$ cat src/rtl/rename_pkg.sv
// Shared defaults and small helpers for the N-wide rename stage.
package rename_pkg;

    localparam int RN_WIDTH_DEF = 2;
    localparam int LREG_W_DEF   = 5;
    localparam int PREG_W_DEF   = 6;
    localparam int CNT_W_DEF    = 32;
    localparam int MAX_WIDTH    = 4;

    function automatic int popcount(input logic [MAX_WIDTH-1:0] v);
        int c;
        c = 0;
        for (int i = 0; i < MAX_WIDTH; i++) begin
            c += int'(v[i]);
        end
        return c;
    endfunction

    // Width of a slot index; a 1-wide group still needs one bit to carry it.
    function automatic int idx_w(input int n);
        return (n > 1) ? $clog2(n) : 1;
    endfunction

endpackage

$ cat src/rtl/rename_depcheck.sv
// Intra-group dependency check: RAW bypass sources for rs1/rs2/old-rd per slot and WAW suppress mask.
module rename_depcheck
    import rename_pkg::*;
#(
    parameter int RN_WIDTH = RN_WIDTH_DEF,
    parameter int LREG_W   = LREG_W_DEF,
    parameter int IDX_W    = idx_w(RN_WIDTH_DEF)
) (
    input  logic [RN_WIDTH-1:0]        dst,
    input  logic [RN_WIDTH*LREG_W-1:0] lrs1,
    input  logic [RN_WIDTH*LREG_W-1:0] lrs2,
    input  logic [RN_WIDTH*LREG_W-1:0] lrd,
    output logic [RN_WIDTH-1:0]        rs1_hit,
    output logic [RN_WIDTH-1:0]        rs2_hit,
    output logic [RN_WIDTH-1:0]        rd_hit,
    output logic [RN_WIDTH*IDX_W-1:0]  rs1_idx,
    output logic [RN_WIDTH*IDX_W-1:0]  rs2_idx,
    output logic [RN_WIDTH*IDX_W-1:0]  rd_idx,
    output logic [RN_WIDTH-1:0]        waw_keep
);

    // Older slots are scanned in ascending order so the youngest matching writer overwrites earlier hits.
    always_comb begin
        rs1_hit  = '0;
        rs2_hit  = '0;
        rd_hit   = '0;
        rs1_idx  = '0;
        rs2_idx  = '0;
        rd_idx   = '0;
        waw_keep = dst;
        for (int j = 0; j < RN_WIDTH; j++) begin
            for (int i = 0; i < j; i++) begin
                if (dst[i]) begin
                    if (lrd[i*LREG_W +: LREG_W] == lrs1[j*LREG_W +: LREG_W]) begin
                        rs1_hit[j]                = 1'b1;
                        rs1_idx[j*IDX_W +: IDX_W] = IDX_W'(i);
                    end
                    if (lrd[i*LREG_W +: LREG_W] == lrs2[j*LREG_W +: LREG_W]) begin
                        rs2_hit[j]                = 1'b1;
                        rs2_idx[j*IDX_W +: IDX_W] = IDX_W'(i);
                    end
                    if (lrd[i*LREG_W +: LREG_W] == lrd[j*LREG_W +: LREG_W]) begin
                        rd_hit[j]                = 1'b1;
                        rd_idx[j*IDX_W +: IDX_W] = IDX_W'(i);
                        if (dst[j]) begin
                            waw_keep[i] = 1'b0;
                        end
                    end
                end
            end
        end
    end

endmodule

$ cat src/rtl/rename_nway.sv
// N-wide rename stage: freelist compaction, RAT/bypass operand muxing, handshake and output register.
module rename_nway
    import rename_pkg::*;
#(
    parameter int RN_WIDTH = RN_WIDTH_DEF,
    parameter int LREG_W   = LREG_W_DEF,
    parameter int PREG_W   = PREG_W_DEF,
    parameter int CNT_W    = CNT_W_DEF
) (
    input  logic                             clock,
    input  logic                             reset_n,
    input  logic                             flush,
    input  logic                             dec2rn_valid,
    output logic                             rn2dec_ready,
    input  logic [RN_WIDTH-1:0]              dec2rn_slot_valid,
    input  logic [RN_WIDTH*LREG_W-1:0]       dec2rn_lrs1,
    input  logic [RN_WIDTH*LREG_W-1:0]       dec2rn_lrs2,
    input  logic [RN_WIDTH*LREG_W-1:0]       dec2rn_lrd,
    input  logic [RN_WIDTH-1:0]              dec2rn_lrs1_v,
    input  logic [RN_WIDTH-1:0]              dec2rn_lrs2_v,
    input  logic [RN_WIDTH-1:0]              dec2rn_lrd_v,
    output logic [RN_WIDTH*LREG_W-1:0]       rn2specrat_rs1,
    output logic [RN_WIDTH*LREG_W-1:0]       rn2specrat_rs2,
    output logic [RN_WIDTH*LREG_W-1:0]       rn2specrat_rd,
    input  logic [RN_WIDTH*PREG_W-1:0]       specrat2rn_prs1,
    input  logic [RN_WIDTH*PREG_W-1:0]       specrat2rn_prs2,
    input  logic [RN_WIDTH*PREG_W-1:0]       specrat2rn_prd,
    input  logic [RN_WIDTH*PREG_W-1:0]       fl2rn_prd,
    input  logic [$clog2(RN_WIDTH+1)-1:0]    fl2rn_avail,
    output logic [$clog2(RN_WIDTH+1)-1:0]    rn2fl_alloc_cnt,
    output logic [RN_WIDTH-1:0]              rn2specrat_wren,
    output logic [RN_WIDTH*LREG_W-1:0]       rn2specrat_waddr,
    output logic [RN_WIDTH*PREG_W-1:0]       rn2specrat_wdata,
    output logic                             rn2disp_valid,
    input  logic                             disp2rn_ready,
    output logic [RN_WIDTH-1:0]              rn2disp_slot_valid,
    output logic [RN_WIDTH*PREG_W-1:0]       rn2disp_prs1,
    output logic [RN_WIDTH*PREG_W-1:0]       rn2disp_prs2,
    output logic [RN_WIDTH*PREG_W-1:0]       rn2disp_prd,
    output logic [RN_WIDTH*PREG_W-1:0]       rn2disp_old_prd,
    output logic [RN_WIDTH-1:0]              rn2disp_prd_v,
    output logic [CNT_W-1:0]                 rn_stall_cnt
);

    localparam int CW = $clog2(RN_WIDTH + 1);
    localparam int IW = idx_w(RN_WIDTH);

    logic [RN_WIDTH-1:0]        dst_p0;
    logic [CW-1:0]              need_p0;
    logic                       fire_p0;
    logic [RN_WIDTH*PREG_W-1:0] new_prd_p0;
    logic [RN_WIDTH*PREG_W-1:0] prs1_p0;
    logic [RN_WIDTH*PREG_W-1:0] prs2_p0;
    logic [RN_WIDTH*PREG_W-1:0] prd_p0;
    logic [RN_WIDTH*PREG_W-1:0] old_prd_p0;
    logic [RN_WIDTH-1:0]        rs1_hit;
    logic [RN_WIDTH-1:0]        rs2_hit;
    logic [RN_WIDTH-1:0]        rd_hit;
    logic [RN_WIDTH*IW-1:0]     rs1_idx;
    logic [RN_WIDTH*IW-1:0]     rs2_idx;
    logic [RN_WIDTH*IW-1:0]     rd_idx;
    logic [RN_WIDTH-1:0]        waw_keep;

    assign rn2specrat_rs1 = dec2rn_lrs1;
    assign rn2specrat_rs2 = dec2rn_lrs2;
    assign rn2specrat_rd  = dec2rn_lrd;

    // Destinations take freelist entries in slot order, skipping slots that allocate nothing.
    always_comb begin
        int acc;
        acc        = 0;
        new_prd_p0 = '0;
        for (int k = 0; k < RN_WIDTH; k++) begin
            dst_p0[k] = dec2rn_slot_valid[k] & dec2rn_lrd_v[k] & (dec2rn_lrd[k*LREG_W +: LREG_W] != '0);
            if (dst_p0[k]) begin
                new_prd_p0[k*PREG_W +: PREG_W] = fl2rn_prd[acc*PREG_W +: PREG_W];
                acc++;
            end
        end
    end

    assign need_p0      = CW'(popcount(MAX_WIDTH'(dst_p0)));
    assign rn2dec_ready = !flush && (!rn2disp_valid || disp2rn_ready) && (need_p0 <= fl2rn_avail);
    assign fire_p0      = dec2rn_valid && rn2dec_ready;

    rename_depcheck #(
        .RN_WIDTH (RN_WIDTH),
        .LREG_W   (LREG_W),
        .IDX_W    (IW)
    ) u_depcheck (
        .dst      (dst_p0),
        .lrs1     (dec2rn_lrs1),
        .lrs2     (dec2rn_lrs2),
        .lrd      (dec2rn_lrd),
        .rs1_hit  (rs1_hit),
        .rs2_hit  (rs2_hit),
        .rd_hit   (rd_hit),
        .rs1_idx  (rs1_idx),
        .rs2_idx  (rs2_idx),
        .rd_idx   (rd_idx),
        .waw_keep (waw_keep)
    );

    always_comb begin
        prs1_p0    = '0;
        prs2_p0    = '0;
        prd_p0     = '0;
        old_prd_p0 = '0;
        for (int k = 0; k < RN_WIDTH; k++) begin
            if (dec2rn_slot_valid[k] && dec2rn_lrs1_v[k] && dec2rn_lrs1[k*LREG_W +: LREG_W] != '0) begin
                prs1_p0[k*PREG_W +: PREG_W] = rs1_hit[k]
                    ? new_prd_p0[int'(rs1_idx[k*IW +: IW])*PREG_W +: PREG_W]
                    : specrat2rn_prs1[k*PREG_W +: PREG_W];
            end
            if (dec2rn_slot_valid[k] && dec2rn_lrs2_v[k] && dec2rn_lrs2[k*LREG_W +: LREG_W] != '0) begin
                prs2_p0[k*PREG_W +: PREG_W] = rs2_hit[k]
                    ? new_prd_p0[int'(rs2_idx[k*IW +: IW])*PREG_W +: PREG_W]
                    : specrat2rn_prs2[k*PREG_W +: PREG_W];
            end
            if (dst_p0[k]) begin
                prd_p0[k*PREG_W +: PREG_W]     = new_prd_p0[k*PREG_W +: PREG_W];
                old_prd_p0[k*PREG_W +: PREG_W] = rd_hit[k]
                    ? new_prd_p0[int'(rd_idx[k*IW +: IW])*PREG_W +: PREG_W]
                    : specrat2rn_prd[k*PREG_W +: PREG_W];
            end
        end
    end

    assign rn2fl_alloc_cnt  = fire_p0 ? need_p0 : '0;
    assign rn2specrat_wren  = fire_p0 ? (dst_p0 & waw_keep) : '0;
    assign rn2specrat_waddr = dec2rn_lrd;
    assign rn2specrat_wdata = new_prd_p0;

    // ---- stage p0 -> p1: output register toward dispatch ----
    always_ff @(posedge clock) begin
        if (!reset_n) begin
            rn2disp_valid      <= 1'b0;
            rn2disp_slot_valid <= '0;
            rn2disp_prs1       <= '0;
            rn2disp_prs2       <= '0;
            rn2disp_prd        <= '0;
            rn2disp_old_prd    <= '0;
            rn2disp_prd_v      <= '0;
        end else if (fire_p0) begin
            rn2disp_valid      <= 1'b1;
            rn2disp_slot_valid <= dec2rn_slot_valid;
            rn2disp_prs1       <= prs1_p0;
            rn2disp_prs2       <= prs2_p0;
            rn2disp_prd        <= prd_p0;
            rn2disp_old_prd    <= old_prd_p0;
            rn2disp_prd_v      <= dst_p0;
        end else if (flush || disp2rn_ready) begin
            rn2disp_valid      <= 1'b0;
        end
    end

    always_ff @(posedge clock) begin
        if (!reset_n) begin
            rn_stall_cnt <= '0;
        end else if (dec2rn_valid && !rn2dec_ready && rn_stall_cnt != '1) begin
            rn_stall_cnt <= rn_stall_cnt + CNT_W'(1);
        end
    end

endmodule

$ cat config.mk
export PLATFORM = sky130hd
export DESIGN_NAME = rename_nway
export DESIGN_NICKNAME = d
export VERILOG_FILES = /design/src/rtl/rename_pkg.sv /design/src/rtl/rename_depcheck.sv /design/src/rtl/rename_nway.sv
export SDC_FILE = /design/constraint.sdc
export NUM_CORES = 1
export LEC_CHECK = 0
export CORE_MARGIN = 3
export CORE_UTILIZATION = 37
export CTS_BUF_LIST = sky130_fd_sc_hd__clkbuf_4 sky130_fd_sc_hd__clkbuf_8
export DETAILED_ROUTE_END_ITERATION = 12
export PLACE_DENSITY = 0.79
export SYNTH_ARGS = -nofsm -noshare
export SYNTH_HDL_FRONTEND = slang
export SYNTH_SLANG_ARGS = --single-unit
$ cat constraint.sdc
create_clock -name clock -period 5.25 [get_ports clock]
set_input_delay 1.3125 -clock clock [delete_from_list [all_inputs] [get_ports clock]]
set_output_delay 1.3125 -clock clock [all_outputs]
set_load 0.1 [all_outputs]
==> flow_metrics.py, run 1 <==
metrics = {
    "run_status": {
        "status": "complete, no violations",
    },
    "detailed_routing": {
        "routed_via_density": 5.45,
        "num_vias": 4807,
        "drt_iter0_drc": 322,
        "finalWirelength_microns": 16100,
        "route.detailed.drc": 0,
        "first_pass_iters": 5,
        "ant_nets": 0,
        "wl_per_cell_microns": 18.2,
    },
    "global_route": {
        "grt_pass1_wl_microns": 24300,
        "antenna_found_initial": 0,
        "grt_pass1_vias": 4728,
        "grt_overflow": 0,
        "grt_max_degree": 42,
        "grtUsageTotal_pct": 23.2,
    },
    "floorplan": {
        "core_area_sq_um": 11700,
        "ios": 235,
        "die_y_microns": 116,
        "die-area_sq_um": 13500,
        "die_w_microns": 116,
        "initial_core_util_pct": 38.6,
        "rows": 39,
    },
    "cts": {
        "clkTransAtPathRegs_ps": 80,
        "clk_path_buf_depth": 2,
        "cts_hold_buf": 0,
        "cts-root-buf": "clkbuf_8",
        "clkSinkCount": 85,
        "cts_tree": "done",
        "insertion_delay_ps": 370,
        "htree_levels": 3,
        "cts_buffers": 9,
    },
    "cells_and_area": {
        "diodes": 0,
        "fin_area_sq_um": 7170,
        "fillers": 991,
        "register_area_sq_um": 1700,
        "fin_cells": 882,
        "final_common_cell": "clkdlybuf4s50_1",
        "multi_input_area_sq_um": 2420,
        "final_core_util_pct": 61.5,
        "mostFrequentLayoutCells": "clkdlybuf4s50_1 (169), dfxtp_1 (85), buf_4 (67)",
        "layout.nets": 832,
        "drive_gt1_share_pct": 16.9,
        "syn_to_final_growth_pct": 59.2,
    },
    "synth": {
        "synthAdderAreaFrac_pct": 1.11,
        "ys_types": 44,
        "synth_edf_count": 0,
        "synth.avg_cell_area_sq_um": 8.47,
        "synth_simple_gate_area_share_pct": 23.2,
        "synthMuxAreaShare_pct": 6.00,
        "synth_xor_area_share_pct": 2.92,
        "synth_top_family_by_area": "simple AND/OR/NAND/NOR gates",
        "synth_top_area_share_pct": 37.8,
        "ys_ff_latch": 85,
        "synth_compound_area_share_pct": 18.3,
        "syn_inst": 532,
        "syn-cell-area_sq_um": 4510,
        "synth_area_leaders": "dfxtp_1 (38%), buf_4 (6.7%), mux2i_1 (6.0%)",
        "ys_warn_count": 0,
        "yosysTopAreaCell": "dfxtp_1",
        "syn_nets": 629,
        "seq_area_frac_synth_pct": 37.8,
        "ys.flop_type": "dfxtp_1",
        "async_reset_ff_share_pct": 0,
    },
    "worst_setup_path": {
        "worst_ep_arrival_time_ps": 3860,
        "path_max_fanout": 2,
        "crit_slowest_cell": "or4_4",
        "worstSetupPathType": "input pin to primary output",
        "path_cells": "dlygate4sd2_1 > or4_4 > o211a_4 > ha_4 > inv_4 > ha_4 > nand2_2 > o21a_1 > nor3_4 > buf_6 > nand2_4 > a21oi_4 > buf_12",
        "crit_path_max_incr_delay_ps": 530,
        "critPathBufInv": 4,
        "r2r.worst_path.cells": 5,
        "path_delay_family": "simple AND/OR/NAND/NOR gates",
        "r2r_start": "rn_stall_cnt[13]$_SDFFE_PN0P_",
        "r2r_setup_slack_ps": 2710,
        "cp-end-kind": "primary output",
        "rr_endpoint": "rn_stall_cnt[1]$_SDFFE_PN0P_",
        "cpMostUsedCell": "ha_4",
        "start_kind": "input pin",
        "required_ps": 3940,
    },
    "sta": {
        "slew_viol_final": 0,
        "relSlewSlack_pct": 11.7,
        "finalCriticalPeriod_ps": 5170,
        "setup_viol": 0,
        "fin_tns_setup_ps": 0,
        "finalHoldViolCount": 0,
        "fmax_mhz": 193,
        "rsz0062_at_grt": "no",
        "skew_ps": 6.17,
        "worst_slew_pin_slew_ps": 1310,
        "period_share_pct": 98.5,
    },
    "min_path": {
        "min_path_cells": 2,
        "whs_endpoint": "rn2disp_old_prd[2]$_SDFFE_PN0P_",
        "hp-class": "flip-flop to flip-flop",
        "min_from": "rn2disp_old_prd[2]$_SDFFE_PN0P_",
    },
    "placement": {
        "dpl_cell_area_sq_um": 6940,
        "dp_hpwl_microns": 12400,
        "place.gp.congestion": 0.823,
        "numPortBuffers": 234,
        "dp_cells": 863,
    },
    "power": {
        "p_per_area_nw_per_um2": 231,
        "vdd_drop_max_mv": 0.156,
        "power_leakage_uw": 0.00246,
    },
    "job": {
        "maxCapViolations": 0,
    },
}
[worst register-to-register path, delay by kind of cell (launching register included)]
family          cells  cell delay, ps
flops               1             450
simple gates        4            1900
compound gates      1              60
[final cells by class]
cell class	instances	share of cell area (%)
timing repair buffer	263	36.6
multi-input combinational	366	33.7
sequential	85	23.7
tap	143	2.49
clock buffer	12	2.21
clock inverter	3	0.628
inverter	10	0.610
[kinds of logic (layout without fill, tap and decap cells)]
group / Yosys count / count (layout)
xor gates and xnor gates: 15 / 15
DFF: 85 / 85
and+or+nand+nor: 193 / 193
muxes: 27 / 27
adders and majority gates: 4 / 4
buffers and inverters: 81 / 288
AOI/OAI and AO/OA: 127 / 127
[how the worst max path moves through the flow]
stage               depth (start not counted)     startpoint  slack (ps)            endpoint
global route                               14  dec2rn_lrd[8]         0.7  rn2specrat_wren[0]
finish                                     13  dec2rn_lrd[4]          80  rn2specrat_wren[0]
global placement                           13  dec2rn_lrd[9]        -190  rn2specrat_wren[1]
detailed placement                         13  dec2rn_lrd[9]        -200  rn2specrat_wren[1]
CTS                                        13  dec2rn_lrd[2]          50  rn2specrat_wren[0]
floorplan                                  13  dec2rn_lrd[9]        -290  rn2specrat_wren[0]
[registers in the layout, summed over array words and instances (netlist names)]
name / cells
rn_stall_cnt: 32
rn2disp_old_prd: 12
rn2disp_prd: 12
rn2disp_prs1: 12
rn2disp_prs2: 12
rn2disp_prd_v: 2
rn2disp_slot_valid: 2
rn2disp_valid: 1
[layer usage]
layer / part of all wire [%] / routed length [microns] / track usage (%) / vias to the layer above
met3: 11 / 1740 / 10.7 / 24
li1: - / - / - / 2317
met5: 0 / 0 / 0 / -
met1: 36 / 5860 / 25.3 / 2269
met2: 50 / 8050 / 38.9 / 197
met4: 2.8 / 447 / 9.36 / 0
[cell usage after synthesis, drive strengths merged, types with 2 or more instances]
master,number
and2,7
dfxtp,85
a211oi,2
inv,10
nor4,7
o31a,3
nand3,41
a21oi,53
xor2,8
o211ai,4
nand2,57
nand4,11
or4,21
buf,43
nor2b,3
o311a,2
nand2b,5
nor2,18
mux2i,27
ha,4
o21ai,12
o21a,5
clkbuf,28
and4,6
o2bb2ai,18
a31oi,2
or3,9
xnor2,7
nor3,6
o31ai,22
o2111ai,3
[metrics by stage]
step | total power, uW | hold WS, ps | worst slack [ps]
after floorplan | 1020 | 882 | -289
after global placement | 1180 | 439 | -187
after detailed placement | 1180 | 443 | -200
after CTS | 1670 | 455 | 50.4
after global routing | 1720 | 480 | 0.675
final | 1660 | 456 | 80.6
[power by group]
part           internal, uW  switching, uW  leakage [uW]
Clock                   249            241     0.0000981
Combinational           163            347       0.00167
Sequential              653           6.63      0.000686
[timing repair]
item | in CTS | in global routing
setup endpoints to repair | 3 | 3
pin swaps | 6 | 6
setup buffers | 2 | 2
gates resized for setup | 10 | 6
(Power assumes the default switching activity.)
==> run 2, diff against run 1 <==
ABC_CLOCK_PERIOD_IN_PS = 5250   (was default)
SLEW_MARGIN = 20   (was default)
==> run 2 against run 1 <==
Utilization is 0.075 points higher. Setup slack better by 5.1 ps. Count of clock-buffer cells in the layout stayed put. Critical endpoint unchanged. Largest power group unchanged.
==> flow_metrics.py, run 2 (synthesis gave the netlist of run 1 again) <==
metrics = {
    "worst_setup_path": {
        "r2r_start": "rn_stall_cnt[13]$_SDFFE_PN0P_",
        "r2r.worst_path.cells": 5,
        "worstSetupPathType": "input pin to primary output",
        "path_max_fanout": 2,
        "r2r_setup_slack_ps": 2720,
        "cp-end-kind": "primary output",
        "worst_ep_arrival_time_ps": 3850,
        "rr_endpoint": "rn_stall_cnt[1]$_SDFFE_PN0P_",
        "start_kind": "input pin",
        "required_ps": 3940,
    },
    "floorplan": {
        "die-area_sq_um": 13500,
        "core_area_sq_um": 11700,
        "die_w_microns": 116,
        "ios": 235,
        "rows": 39,
        "initial_core_util_pct": 38.6,
        "die_y_microns": 116,
    },
    "detailed_routing": {
        "wl_per_cell_microns": 18.3,
        "route.detailed.drc": 0,
        "finalWirelength_microns": 16100,
        "drt_iter0_drc": 331,
        "ant_nets": 0,
        "first_pass_iters": 5,
        "routed_via_density": 5.44,
        "num_vias": 4796,
    },
    "global_route": {
        "grt_pass1_vias": 4728,
        "grtUsageTotal_pct": 23.2,
        "grt_overflow": 0,
        "antenna_found_initial": 0,
        "grt_pass1_wl_microns": 24300,
        "grt_max_degree": 42,
    },
    "placement": {
        "dpl_cell_area_sq_um": 6940,
        "numPortBuffers": 234,
        "dp_hpwl_microns": 12400,
        "place.gp.congestion": 0.823,
    },
    "cts": {
        "cts_buffers": 9,
        "insertion_delay_ps": 370,
        "cts_hold_buf": 0,
        "clkTransAtPathRegs_ps": 80,
        "cts_tree": "done",
        "clk_path_buf_depth": 2,
        "htree_levels": 3,
        "clkSinkCount": 85,
        "cts-root-buf": "clkbuf_8",
    },
    "power": {
        "internal_power_uw": 1070,
        "p_per_area_nw_per_um2": 231,
        "vdd_drop_max_mv": 0.156,
        "power_leakage_uw": 0.00246,
        "p_clk_share_pct": 29.5,
        "seq_power_share_pct": 39.8,
        "p_comb_share_pct": 30.8,
        "p_sw_uw": 595,
        "swShare_pct": 35.8,
    },
    "cells_and_area": {
        "syn_to_final_growth_pct": 59.4,
        "final_common_cell": "clkdlybuf4s50_1",
        "diodes": 0,
        "fin_area_sq_um": 7180,
        "mostFrequentLayoutCells": "clkdlybuf4s50_1 (169), dfxtp_1 (85), buf_4 (67)",
        "regMostFlops": "rn_stall_cnt",
        "final_core_util_pct": 61.6,
        "fillers": 990,
        "drive_gt1_share_pct": 16.9,
        "largest_reg_flops": 32,
        "layout.nets": 832,
    },
    "sta": {
        "slew_viol_final": 0,
        "skew_ps": 6.10,
        "rsz0062_at_grt": "no",
        "relSlewSlack_pct": 28.1,
        "worst_slew_pin_slew_ps": 1080,
        "period_share_pct": 98.4,
        "whs_ps": 456,
        "finalHoldViolCount": 0,
        "finalCriticalPeriod_ps": 5160,
        "setup_viol": 0,
        "fmax_mhz": 194,
    },
    "run_status": {
        "status": "complete, no violations",
    },
    "min_path": {
        "hp-class": "flip-flop to flip-flop",
        "whs_endpoint": "rn2disp_old_prd[2]$_SDFFE_PN0P_",
        "min_path_cells": 2,
        "min_from": "rn2disp_old_prd[2]$_SDFFE_PN0P_",
    },
    "job": {
        "maxCapViolations": 0,
    },
}
run 2: changes by cell type in the layout (fill, tap and decap cells not counted):
cell,delta
nor4_4,+1
nor4_2,-1
run 2: cell type report:
| class | instances | area [sq um] | area share (%) |
|---|---|---|---|
| flip-flops and latches | 85 | 1700 | 23.7 |
| clock inverters | 3 | 45.0 | 0.627 |
| clock buffers | 12 | 159 | 2.21 |
| inverters | 10 | 43.8 | 0.610 |
| multi-input cells | 366 | 2430 | 33.8 |
| repair buffers | 263 | 2630 | 36.5 |
| well taps | 143 | 179 | 2.49 |
run 2: routing by layer:
layer / part of all wire (%) / track usage (%)
met1: 37 / 25.3
met3: 10 / 10.7
met5: 0 / 0
met2: 50 / 38.9
met4: 2.8 / 9.36
run 2: how the worst max path moves through the flow:
stage | from | to | cells past startpoint
after floorplan | dec2rn_lrd[9] | rn2specrat_wren[0] | 13
after global placement | dec2rn_lrd[9] | rn2specrat_wren[1] | 13
after detailed placement | dec2rn_lrd[9] | rn2specrat_wren[1] | 13
after CTS | dec2rn_lrd[2] | rn2specrat_wren[0] | 13
after global routing | dec2rn_lrd[8] | rn2specrat_wren[0] | 14
final | dec2rn_lrd[4] | rn2specrat_wren[0] | 13
run 2: what timing repair did:
action | CTS | global route
resized for setup | 10 | 6
pin swaps | 6 | 6
buffers inserted | 2 | 2
setup endpoints to repair | 3 | 3
gates cloned | 0 | 0
run 2: power by group through the flow:
stage | Clock (uW) | Sequential (uW) | Combinational (uW)
2_1_floorplan | 0 | 741 | 276
3_3_place_gp | 0 | 675 | 503
3_5_place_dp | 0 | 675 | 508
4_1_cts | 501 | 660 | 510
5_1_grt | 524 | 662 | 531
6_report | 489 | 660 | 511
run 2: worst max-delay path: stages:
cell	delay [ps]
dlygate4sd2_1	250
or4_4	530
o211a_4	280
ha_4	270
inv_4	30
ha_4	250
nand2_2	50
o21a_1	130
nor3_4	230
buf_6	140
nand2_4	50
a21oi_4	130
buf_12	190
run 2: metrics by stage:
step / std cells / total power [uW] / setup TNS, ps / setup WS [ps]
after floorplan: 532 / 1020 / -593 / -289
after global placement: 863 / 1180 / -474 / -187
after detailed placement: 863 / 1180 / -507 / -200
after CTS: 880 / 1670 / 0 / 50.4
after global routing: 882 / 1720 / 0 / 0.678
final: 882 / 1660 / 0 / 85.7
